$ cat config.mk
export PLATFORM = sky130hd
export DESIGN_NAME = mac_product_accumulator
export DESIGN_NICKNAME = d
export VERILOG_FILES = /design/src/rtl/mac_acc_pkg.sv /design/src/rtl/mac_acc_lane.sv /design/src/rtl/mac_product_accumulator.sv
export SDC_FILE = /design/constraint.sdc
export NUM_CORES = 1
export LEC_CHECK = 0
export CAP_MARGIN = 20
export CORE_MARGIN = 2
export CORE_UTILIZATION = 60
export CTS_CLUSTER_DIAMETER = 40
export DETAILED_ROUTE_END_ITERATION = 12
export DONT_BUFFER_PORTS = 1
export PLACE_DENSITY = 0.85
export SYNTH_ARGS = -nofsm -noshare
export SYNTH_HDL_FRONTEND = slang
export SYNTH_SLANG_ARGS = --single-unit
$ cat constraint.sdc
create_clock -name clk -period 8.4 [get_ports clk]
set_input_delay 0.84 -clock clk [delete_from_list [all_inputs] [get_ports clk]]
set_output_delay 0.84 -clock clk [all_outputs]
set_load 0.1 [all_outputs]
$ cat src/rtl/mac_acc_pkg.sv
// Shared widths, output-register state encoding and the saturating adder
// used by the product accumulator.
package mac_acc_pkg;

    localparam int unsigned DEF_PROD_W = 16;
    localparam int unsigned DEF_ACC_W  = 24;
    localparam int unsigned DEF_TERMS  = 4;

    // Working width of sat_add; accumulators up to this width are supported.
    localparam int unsigned SAT_W  = 64;
    localparam int unsigned SAT_W1 = SAT_W + 1;

    typedef enum logic {
        OUT_EMPTY = 1'b0,
        OUT_FULL  = 1'b1
    } out_state_t;

    // Returns {ovf, sum}: acc + prod clamped to 2^acc_w-1, ovf set when clamped.
    function automatic logic [SAT_W:0] sat_add(
        input logic [SAT_W-1:0] acc,
        input logic [SAT_W-1:0] prod,
        input int unsigned      acc_w
    );
        logic [SAT_W:0] s;
        logic [SAT_W:0] lim;
        s   = {1'b0, acc} + {1'b0, prod};
        lim = (SAT_W1'(1) << acc_w) - SAT_W1'(1);
        if (s > lim) begin
            return {1'b1, lim[SAT_W-1:0]};
        end
        return {1'b0, s[SAT_W-1:0]};
    endfunction

endpackage

$ cat src/rtl/mac_acc_lane.sv
// One accumulation channel: running sum, term count and sticky overflow.
// The _c outputs show what this accept produces so the top can capture
// a completed sum on the same edge the lane clears itself.
module mac_acc_lane
    import mac_acc_pkg::*;
#(
    parameter int unsigned PROD_W = DEF_PROD_W,
    parameter int unsigned ACC_W  = DEF_ACC_W,
    parameter int unsigned TERMS  = DEF_TERMS
) (
    input  logic              clk,
    input  logic              rst,
    input  logic              clr,
    input  logic              add,
    input  logic [PROD_W-1:0] product,
    output logic [ACC_W-1:0]  next_sum_c,
    output logic              next_ovf_c,
    output logic              done_c
);

    localparam int unsigned CNT_W = (TERMS > 1) ? $clog2(TERMS) : 1;

    logic [ACC_W-1:0] acc;
    logic [CNT_W-1:0] cnt;
    logic             ovf;
    logic [SAT_W:0]   add_res;
    logic             unused_add_res;

    // Saturating sum including the presented product, and completion detect.
    always_comb begin
        add_res    = sat_add(SAT_W'(acc), SAT_W'(product), ACC_W);
        next_sum_c = add_res[ACC_W-1:0];
        next_ovf_c = ovf | add_res[SAT_W];
        done_c     = add & (cnt == CNT_W'(TERMS - 1));
    end

    // Upper bits of the wide adder result are zero by construction.
    assign unused_add_res = ^add_res;

    // Lane state: cleared by reset, flush or completion; otherwise accumulates.
    always_ff @(posedge clk) begin
        if (rst || clr) begin
            acc <= '0;
            cnt <= '0;
            ovf <= 1'b0;
        end else if (add) begin
            if (done_c) begin
                acc <= '0;
                cnt <= '0;
                ovf <= 1'b0;
            end else begin
                acc <= next_sum_c;
                cnt <= cnt + CNT_W'(1);
                ovf <= next_ovf_c;
            end
        end
    end

endmodule

$ cat src/rtl/mac_product_accumulator.sv
// Two-channel product accumulator between the 8x8 multiplier and writeback.
// Each channel sums TERMS products; the completed sum is presented through
// a one-entry output register with valid/ready flow control.
module mac_product_accumulator
    import mac_acc_pkg::*;
#(
    parameter int unsigned PROD_W = DEF_PROD_W,
    parameter int unsigned ACC_W  = DEF_ACC_W,
    parameter int unsigned TERMS  = DEF_TERMS
) (
    input  logic              clk,
    input  logic              rst,
    input  logic              in_valid,
    output logic              in_ready,
    input  logic [PROD_W-1:0] in_product,
    input  logic              in_sel,
    input  logic              clr,
    output logic              out_valid,
    input  logic              out_ready,
    output logic [ACC_W-1:0]  out_sum,
    output logic              out_chan,
    output logic              out_ovf
);

    out_state_t       state;
    out_state_t       state_n;

    logic             accept;
    logic             out_xfer;
    logic             add0;
    logic             add1;
    logic [ACC_W-1:0] sum0_c;
    logic [ACC_W-1:0] sum1_c;
    logic             ovf0_c;
    logic             ovf1_c;
    logic             done0_c;
    logic             done1_c;
    logic             done_any;

    // Input may only move when the output slot is free or draining this cycle.
    assign in_ready = !clr & (!out_valid | out_ready);
    assign accept   = in_valid & in_ready;
    assign out_xfer = out_valid & out_ready;
    assign add0     = accept & !in_sel;
    assign add1     = accept &  in_sel;
    assign done_any = done0_c | done1_c;

    mac_acc_lane #(
        .PROD_W (PROD_W),
        .ACC_W  (ACC_W),
        .TERMS  (TERMS)
    ) u_lane0 (
        .clk        (clk),
        .rst        (rst),
        .clr        (clr),
        .add        (add0),
        .product    (in_product),
        .next_sum_c (sum0_c),
        .next_ovf_c (ovf0_c),
        .done_c     (done0_c)
    );

    mac_acc_lane #(
        .PROD_W (PROD_W),
        .ACC_W  (ACC_W),
        .TERMS  (TERMS)
    ) u_lane1 (
        .clk        (clk),
        .rst        (rst),
        .clr        (clr),
        .add        (add1),
        .product    (in_product),
        .next_sum_c (sum1_c),
        .next_ovf_c (ovf1_c),
        .done_c     (done1_c)
    );

    // Output slot state register.
    always_ff @(posedge clk) begin
        if (rst) begin
            state <= OUT_EMPTY;
        end else begin
            state <= state_n;
        end
    end

    // Output slot next state: fill on completion, drain unless refilled.
    always_comb begin
        state_n = state;
        case (state)
            OUT_EMPTY: begin
                if (done_any) begin
                    state_n = OUT_FULL;
                end
            end
            OUT_FULL: begin
                if (out_xfer && !done_any) begin
                    state_n = OUT_EMPTY;
                end
            end
            default: state_n = OUT_EMPTY;
        endcase
    end

    assign out_valid = (state == OUT_FULL);

    // Result payload: captured from the completing lane, held otherwise.
    always_ff @(posedge clk) begin
        if (rst) begin
            out_sum  <= '0;
            out_chan <= 1'b0;
            out_ovf  <= 1'b0;
        end else if (done_any) begin
            out_sum  <= done1_c ? sum1_c : sum0_c;
            out_chan <= done1_c;
            out_ovf  <= done1_c ? ovf1_c : ovf0_c;
        end
    end

endmodule
# Word level (Yosys, flattened, before mapping)
# Index checks and enable logic that the tools add are counted.
# W data, S select, Z words.
word_totals:
  reg_bits: 81
  latchBits: 0
  ram_bits: 0
  mem_bits_ro: 0
  inputBits: 22
  out_inout_bits: 28
  wordCells: 53
  n_memories: 0
op_classes:
  addsub: 4
  mul: 0
  div: 0
  n_lt_le_gt_ge: 2
  eq_ne: 2
  shift: 0
  mux: 17
  bitwise_logic: 12
  reduce_logical: 6
ops:
  columns: ["op", "n"]
  rows:
  - ["$mux W65", 4]
  - ["$gt A65 B24 Y1 const B", 2]
  - ["$mux W24", 3]
  - ["$add A24 B16 Y25", 2]
  - ["$and A1 B1 Y1", 7]
  - ["$mux W1", 7]
  - ["$add A2 B1 Y2 const B", 2]
  - ["$eq A2 B2 Y1 const B", 2]
  - ["$logic_not A1 Y1", 4]
  - ["$mux W2", 2]
  - ["$or A1 B1 Y1", 4]
  - ["$pmux W1 S2", 1]
  - ["$logic_and A1 B1 Y1", 1]
  - ["$logic_or A1 B1 Y1", 1]
  - ["$not A1 Y1", 1]

# Logic depth before layout (Yosys ltp)
# Gate-level depths: netlist of run 1.
logic_depth:
  word_depth: 11
  ltp_mapped: 13

# Hierarchy
# From an unflattened synthesis of run 1, not the netlist that was laid out.
hier_totals:
  cells_unflattened: 662
  area_unflattened_um2: 5713.0
modules_own_cells:
  columns: ["mod", "instances", "cells_each", "area_per_inst_um2", "seq_area_each_um2"]
  rows:
  - ["mac_acc_lane (u_lane1)", 1, 281, 2293.4, 540.5]
  - ["mac_acc_lane (u_lane0)", 1, 259, 2088.3, 540.5]
  - ["mac_product_accumulator", 1, 122, 1331.3, 540.5]

# Least setup slack after synthesis of run 1
# OpenSTA, ideal clock, no wires.
synth_timing:
  path_type: "input-to-reg"
  from: "input port out_ready"
  to: "register out_sum[1]"
  setup_time_ns: 0.128
  arrival_ns: 3.841
  t_required_ns: 8.272
  setup_slack_ns: 4.431
  stages: 8
  n_path_buf: 1
  cell_sequence: "nand2b_1 nor2b_1 nand3_1 nor2_1 nor2_1 clkbuf_1 a221oi_1 nor2_1"
synth_via:
  elab_chain_cells: 6
synth_rtl:
  columns: ["item", "line_no", "text"]
  rows:
  - ["start, declared", "mac_product_accumulator.sv:19", "input logic out_ready,"]
  - ["$or A1 B1 Y1 (*)", "mac_product_accumulator.sv:41", "assign in_ready = !clr & (!out_valid | out_ready);"]
  - ["$and A1 B1 Y1 (*)", "mac_product_accumulator.sv:41", null]
  - ["net in_ready", "mac_product_accumulator.sv:14", "output logic in_ready,"]
  - ["$and A1 B1 Y1 (*)", "mac_product_accumulator.sv:42", "assign accept = in_valid & in_ready;"]
  - ["$and A1 B1 Y1, on equally long branches", "mac_product_accumulator.sv:45, mac_product_accumulator.sv:44", null]
  - ["$and A1 B1 Y1", "mac_acc_lane.sv:34", "done_c = add & (cnt == CNT_W'(TERMS - 1));"]
  - ["$mux W24 / $or A1 B1 Y1 (equally long branches)", "mac_product_accumulator.sv:114, mac_product_accumulator.sv:46", null]
  - ["end signal, assigned", "mac_product_accumulator.sv:114", "out_sum <= done1_c ? sum1_c : sum0_c;"]
  - ["end, declared", "mac_product_accumulator.sv:20", "output logic [ACC_W-1:0] out_sum,"]
# Mark *: on every way through the listed nets, which the timed path passes. The rest lies on a longest branch.
# A chain may end at the register's enable or synchronous reset.

# Worst setup path in the final report of run 1
layout_timing:
  from: "register state (netlist: out_valid)"
  to: "register u_lane1.acc[17]"
layout_via:
  elab_chain_cells: 7
layout_rtl:
  columns: ["item", "line_no", "text"]
  rows:
  - ["start, declared", "mac_product_accumulator.sv:25", "out_state_t state;"]
  - ["start signal, assigned", "mac_product_accumulator.sv:83", "state <= state_n;"]
  - ["$logic_not A1 Y1 (*)", "mac_product_accumulator.sv:41", null]
  - ["$or A1 B1 Y1 (*)", "mac_product_accumulator.sv:41", null]
  - ["$and A1 B1 Y1 (*)", "mac_product_accumulator.sv:41", null]
  - ["net in_ready", "mac_product_accumulator.sv:14", null]
  - ["$and A1 B1 Y1 (*)", "mac_product_accumulator.sv:42", null]
  - ["$and A1 B1 Y1 (*)", "mac_product_accumulator.sv:45", "assign add1 = accept & in_sel;"]
  - ["$and A1 B1 Y1", "mac_acc_lane.sv:34", null]
  - ["$mux W24", "mac_acc_lane.sv:47", "if (done_c) begin"]
  - ["end signal, assigned", "mac_acc_lane.sv:52", "acc <= next_sum_c;"]
  - ["end, declared", "mac_acc_lane.sv:23", "logic [ACC_W-1:0] acc;"]
# Marks and branches as above.

==> metrics.txt, run 1 <==
status finished clean; number of I/O port buffers 0; final hold vios 0; FFs w/ async S/R, synth 0%; post-synth cell types 70; worst skew pair latency about 360 ps; RR Startpoint out_valid; sequential element share of the synthesized area between 30% and 40%; FMAX approximately 220 MHz; #FFs+latches synth 81; vias per cell 6.738; max incr delay on CP roughly 1100 ps; Synth area leaders dfxtp_1 (31%), ha_1 (8.1%), a21oi_1 (6.5%); # Max-Cap Violations 0; min cycle time layout between 4000 and 5000 ps; Post-synth EDFFs 0; relative slew slack between 20% and 30%; RSZ-0062 raised after global routing false; share of the synthesized area in the top cell type 30.71%; Syn Nets between 700 and 800; worst path cell trace nand2b_1 -> nor2b_2 -> nand3_1 -> nor2_1 -> nand4b_1 -> o21ai_0; post-route setup TNS 0 ps; detailed-route DRC error count 0; Hold Startpoint u_lane0.acc[11]; initial antenna violation count 0; multi-input logic area ~3400 sq um; vias in the first global route 4706; P per Cell Area 145.4 nW/um^2; origin of the worst setup path out_valid; Switching Fraction around a quarter; DRT antenna net count 0; layout filler cell count 708; Crit Path Category flip-flop to flip-flop; CTS tree yes; net load switching power 0.0002040 W; Core Area 8636 sq um; CP max FO 28; Area Growth Syn to Fin 4.265%; sequential share of power between 40 and 50%; global router's overall resource usage between 20 and 30%; IO Pins 50; mapped cell area about 5300 sq um; syn avg cell area about 8 sq um; Die Ht between 90 and 100 microns; register area approximately 1600 sq um; Final nets approximately 710; worst min path class flip-flop to flip-flop; row count 34; Synth area leader dfxtp_1; vias 5148; most common cell in the netlist dfxtp_1; largest net degree at the start of global routing 50; Synth Warn # 0; full die area approximately 9600 sq um; GR Overflow Total 0; worst-margin pin slew around 1200 ps; Reg clk slew, reported paths roughly 80 ps; combinational share of power a little over 10%; CTS Hold Bufs 0; Ant. Diodes 0; Worst setup SP type flip-flop; share of cells above drive strength 1 6.250%; CTS Buf Count 9; detailed placement HPWL 10.30 mm; area post-placement around 5300 sq um; Finished Cell Area 5505 sq um; fin. max-slew vios 0; Root Buffer clkbuf_8; DRT Pass-1 Iters 6; clk sink count 81; Worst Path Arrival 4770 ps; Clock power frac roughly 41%; Worst Setup End Kind flip-flop; first-pass GRT wire length 23.37 mm; die span in x about 98 microns; Pint 0.0005964 W; Avg WL per Cell approximately 19 microns; final RePlAce weighted congestion 0.9654; # setup viols final 0; DRT iter0 DRCs roughly 430; Setup Skew just under 8 ps; Worst VDD drop about 0.082 mV; most frequent cells after synthesis dfxtp_1 (81), nand2_1 (76), a21oi_1 (69); post-CTS resize count 0; Max clock buf depth 2; P_leak roughly 2.1 nW; Synth Flop Type dfxtp_1; required time of the critical path 8680 ps; H-tree levels 3; Starting Density around 61%; Synth Instances ~680; post-CTS setup buffers 0; Final period util between 50% and 60%; Routed WL roughly 14 mm; slowest CP cell nor2_1
per-stage QoR:
stage                     setup slack [ps]   power, W  instances  hold WS (ps)  util [%]
after floorplan                       4431  0.0004617        676         435.6         -
after global placement                4039  0.0004722        747         441.5     61.01
after detailed placement              3989  0.0004759        748         450.1     61.10
after CTS                             4037  0.0008004        764         459.2     63.75
after global routing                  3649  0.0008242        764         478.1     63.75
final                                 3909  0.0008005        764         461.1     63.75
cells by family after synthesis:
| logic type | Yosys count | synth area share, % |
|---|---|---|
| XOR/XNOR | 22 | 3.649 |
| adder cells (fa/ha/maj) | 36 | 8.815 |
| multiplexers | 6 | 1.185 |
| AO/OA/AOI/OAI | 237 | 30.05 |
| flip-flops | 81 | 30.71 |
| buffers and inverters | 55 | 4.289 |
| AND/OR/NAND/NOR | 239 | 21.30 |
per-layer routing:
metal,up-vias,track usage [%],routed length (microns)
met2,265,47.53,6485
met5,-,0,0
met4,0,9.081,344
met1,2419,40.71,6061
li1,2427,-,-
met3,37,7.158,1448
placed cells by master, fill, tap and decap left out, types with 13 or more instances in the layout:
cell / n
ha_1: 34
xnor2_1: 13
nor2_1: 65
a21oi_1: 69
o21ai_0: 44
a22oi_1: 36
nand2_1: 76
nor3_1: 23
nand3_1: 21
inv_1: 16
dfxtp_1: 81
path summary, 6_finish.rpt:
kind / slack (ps) / to / depth (start not counted)
worst max-delay path: 3910 / u_lane1.acc[17] / 6
worst min-delay path: 460 / u_lane0.acc[11] / 2
worst max register to register: 3910 / u_lane1.acc[17] / 6
worst min register to register: 460 / u_lane0.acc[11] / 2
worst max-delay path: cells and delay by family, from the launching register on:
kind               cells  cell delay, ps
and+or+nand+nor        5            3500
AOI/OAI and AO/OA      1             240
DFF                    1             660
flip-flops by register name (all words and copies together), names as in the netlist:
name         flops
out_sum         24
u_lane0.acc     24
u_lane1.acc     24
u_lane0.cnt      2
u_lane1.cnt      2
out_chan         1
out_ovf          1
out_valid        1
u_lane0.ovf      1
u_lane1.ovf      1
power by group through the flow:
stage | registers [W] | logic (W) | clock network (W)
final | 0.000388 | 0.0000813 | 0.000331
after global routing | 0.000388 | 0.0000901 | 0.000346
after CTS | 0.000388 | 0.0000796 | 0.000333
after detailed placement | 0.000397 | 0.0000792 | 0
after global placement | 0.000397 | 0.0000756 | 0
after floorplan | 0.000396 | 0.0000654 | 0
cell type report:
cell class                      count  area share [%]
Clock buffer                       11           2.750
Multi-Input combinational cell    540           62.43
Clock inverter                      5           1.409
Sequential cell                    81           29.45
Timing Repair Buffer                3          0.4091
Tap cell                          108           2.455
Inverter                           16           1.091
(Power assumes the default switching activity.)
==> run 2: changes to the inputs <==
- clock period: 8.4 -> 4.5 ns (I/O delays scaled with it)
==> metrics.txt, run 2 (synthesis gave the netlist of run 1 again) <==
RSZ-0062 raised after global routing false; Max clock buf depth 2 (unchanged); Switching Fraction 28.75% (+3.3 points); Avg WL per Cell 19.04 microns (+1.4%); hold path depth 1 (-1); RR Startpoint u_lane1.acc[0]; # setup viols final 0 (unchanged); CP max FO 21 (-25%); Worst Setup End Kind flip-flop; largest net degree at the start of global routing 50 (unchanged); worst skew pair latency 370 ps (about the same); first-pass GRT wire length 23.69 mm (+1.4%); worst path cell trace ha_1 -> inv_1 -> fa_1 -> nand2b_1 -> a21oi_1 -> o41ai_4 -> o311ai_4 -> nand3_1 -> a31o_2 -> a211oi_1; die span in x 97.81 microns (unchanged); Core Util, Final 63.65% (-0.10 points); DRT iter0 DRCs 445 (+2.8%); Crit path max-delay family compound AO/OA/AOI/OAI gates; most frequent cells in the layout dfxtp_1 (81), nand2_1 (76), a21oi_1 (69); Root Buffer clkbuf_8; status finished clean; clk sink count 81 (unchanged); CP bufs+invs 1 (+1); GR Overflow Total 0 (unchanged); post-CTS setup buffers 0 (unchanged); CTS Buf Count 9 (unchanged); # Max-Cap Violations 0 (unchanged); final RePlAce weighted congestion 0.9831 (+1.8%); IO Pins 50 (unchanged); DRT antenna net count 0 (unchanged); number of I/O port buffers 0 (unchanged); detailed placement HPWL 10.44 mm (+1.4%); Crit Path Category flip-flop to flip-flop; Hold Startpoint rst; Reg clk slew, reported paths 110 ps (+30 ps); slowest CP cell nand3_1; H-tree levels 3 (unchanged); worst min path class input pin to flip-flop; vias in the first global route 4700 (-0.13%); RR Endpoint u_lane1.acc[21]; global router's overall resource usage 30.37% (+0.46 points); Area Growth Syn to Fin 4.099%; Core Area 8636 sq um (unchanged); fin. max-slew vios 0 (unchanged); required time of the critical path 4750 ps (-3930 ps); Pint 0.0009958 W (+67%); commonest non-fill, non-tap cell in the layout dfxtp_1; full die area 9567 sq um (unchanged); Hold Path Sink out_sum[21]; row count 34 (unchanged); vias 5174 (+0.51%); CP Depth 10 (+4); vias per cell 6.737 (about the same); Worst Path Arrival 3640 ps (-1130 ps); CTS tree yes; sequential share of power 51.8% (+3.4 points); initial antenna violation count 0 (unchanged); max incr delay on CP 650 ps (-440 ps); Starting Density 61.14% (unchanged); net load switching power 0.0004019 W (+97%); post-CTS resize count 0 (unchanged); Ant. Diodes 0 (unchanged); min cycle time layout 3395 ps (-1096 ps); FMAX 294.6 MHz (+32%); Clock power frac 37.2% (-4.2 points); R2R depth 10 (+4); combinational share of power 11.0% (+0.8 points); Top Registers out_sum: 24 flops, u_lane0.acc: 24 flops, u_lane1.acc: 24 flops; final hold vios 0 (unchanged); P per Cell Area 254.3 nW/um^2 (+75%); Die Ht 97.81 microns (unchanged); P_leak 2.077 nW (-0.42%); worst-margin pin slew 1108 ps (-43.22 ps); reg-to-reg slack, setup 1110 ps (-2800 ps); DRT Pass-1 Iters 6 (unchanged); detailed-route DRC error count 0 (unchanged); CTS Hold Bufs 0 (unchanged); Final nets 713 (+0.56%); Final period util 75.44% (+22 points); Worst VDD drop 0.1265 mV (+55%); relative slew slack 26.12% (+3.2 points); Routed WL 14.62 mm (+2.0%); Worst setup SP type flip-flop; post-route setup TNS 0 ps (unchanged); Setup Skew 24.11 ps (+16.25 ps); share of cells above drive strength 1 6.818% (+0.57 points)
-- run 2: changes by cell type in the layout (fill, tap and decap cells not counted), sizes merged --
cell      delta
bufinv       -2
buf          +4
clkbuf       -1
clkinv       -2
clkinvlp     +2
inv          +3
-- run 2: worst max path at each step --
stage	startpoint	endpoint	slack, ps
6_report	u_lane1.acc[0]	u_lane1.acc[21]	1110
5_1_grt	u_lane1.acc[0]	out_sum[14]	890
4_1_cts	u_lane1.acc[0]	u_lane1.acc[21]	1150
3_3_place_gp	in_product[0]	u_lane1.acc[21]	1150
3_5_place_dp	in_product[0]	u_lane1.acc[21]	1060
2_1_floorplan	out_valid	out_sum[1]	620
-- run 2: cell type report --
cell class / instances / area [sq um]
fillers: 728 / 3139
repair buffers: 7 / 56.30
flip-flops and latches: 81 / 1622
clock buffers: 10 / 137.6
clock inverters: 6 / 48.80
inverters: 16 / 60.06
well taps: 108 / 135.1
multi-input cells: 540 / 3437
-- run 2: power by group through the flow --
stage	Clock, W	Sequential (W)	Combinational, W
final	0.000520	0.000724	0.000154
after floorplan	0	0.000740	0.000122
after global placement	0	0.000740	0.000144
after detailed placement	0	0.000740	0.000150
after CTS	0.000523	0.000724	0.000151
after global routing	0.000554	0.000725	0.000170
-- run 2: layer usage --
metal	up-vias	wire length, microns	GRT usage [%]
li1	2441	-	-
met1	2426	6311	42.79
met2	281	6683	47.43
met3	26	1370	6.729
met4	0	257	8.120
met5	-	0	0
-- run 2: stage by stage --
stage	hold slack (ps)	worst slack, ps	power, W	cells	cell area, sq um
after detailed placement	449.0	1061	0.0008901	752	5310
final	140.7	1105	0.001398	768	5497
after global routing	125.8	886.0	0.001448	768	5497
after floorplan	435.6	624.4	0.0008619	676	5280
after global placement	442.5	1148	0.0008845	751	5299
after CTS	126.9	1155	0.001397	768	5497
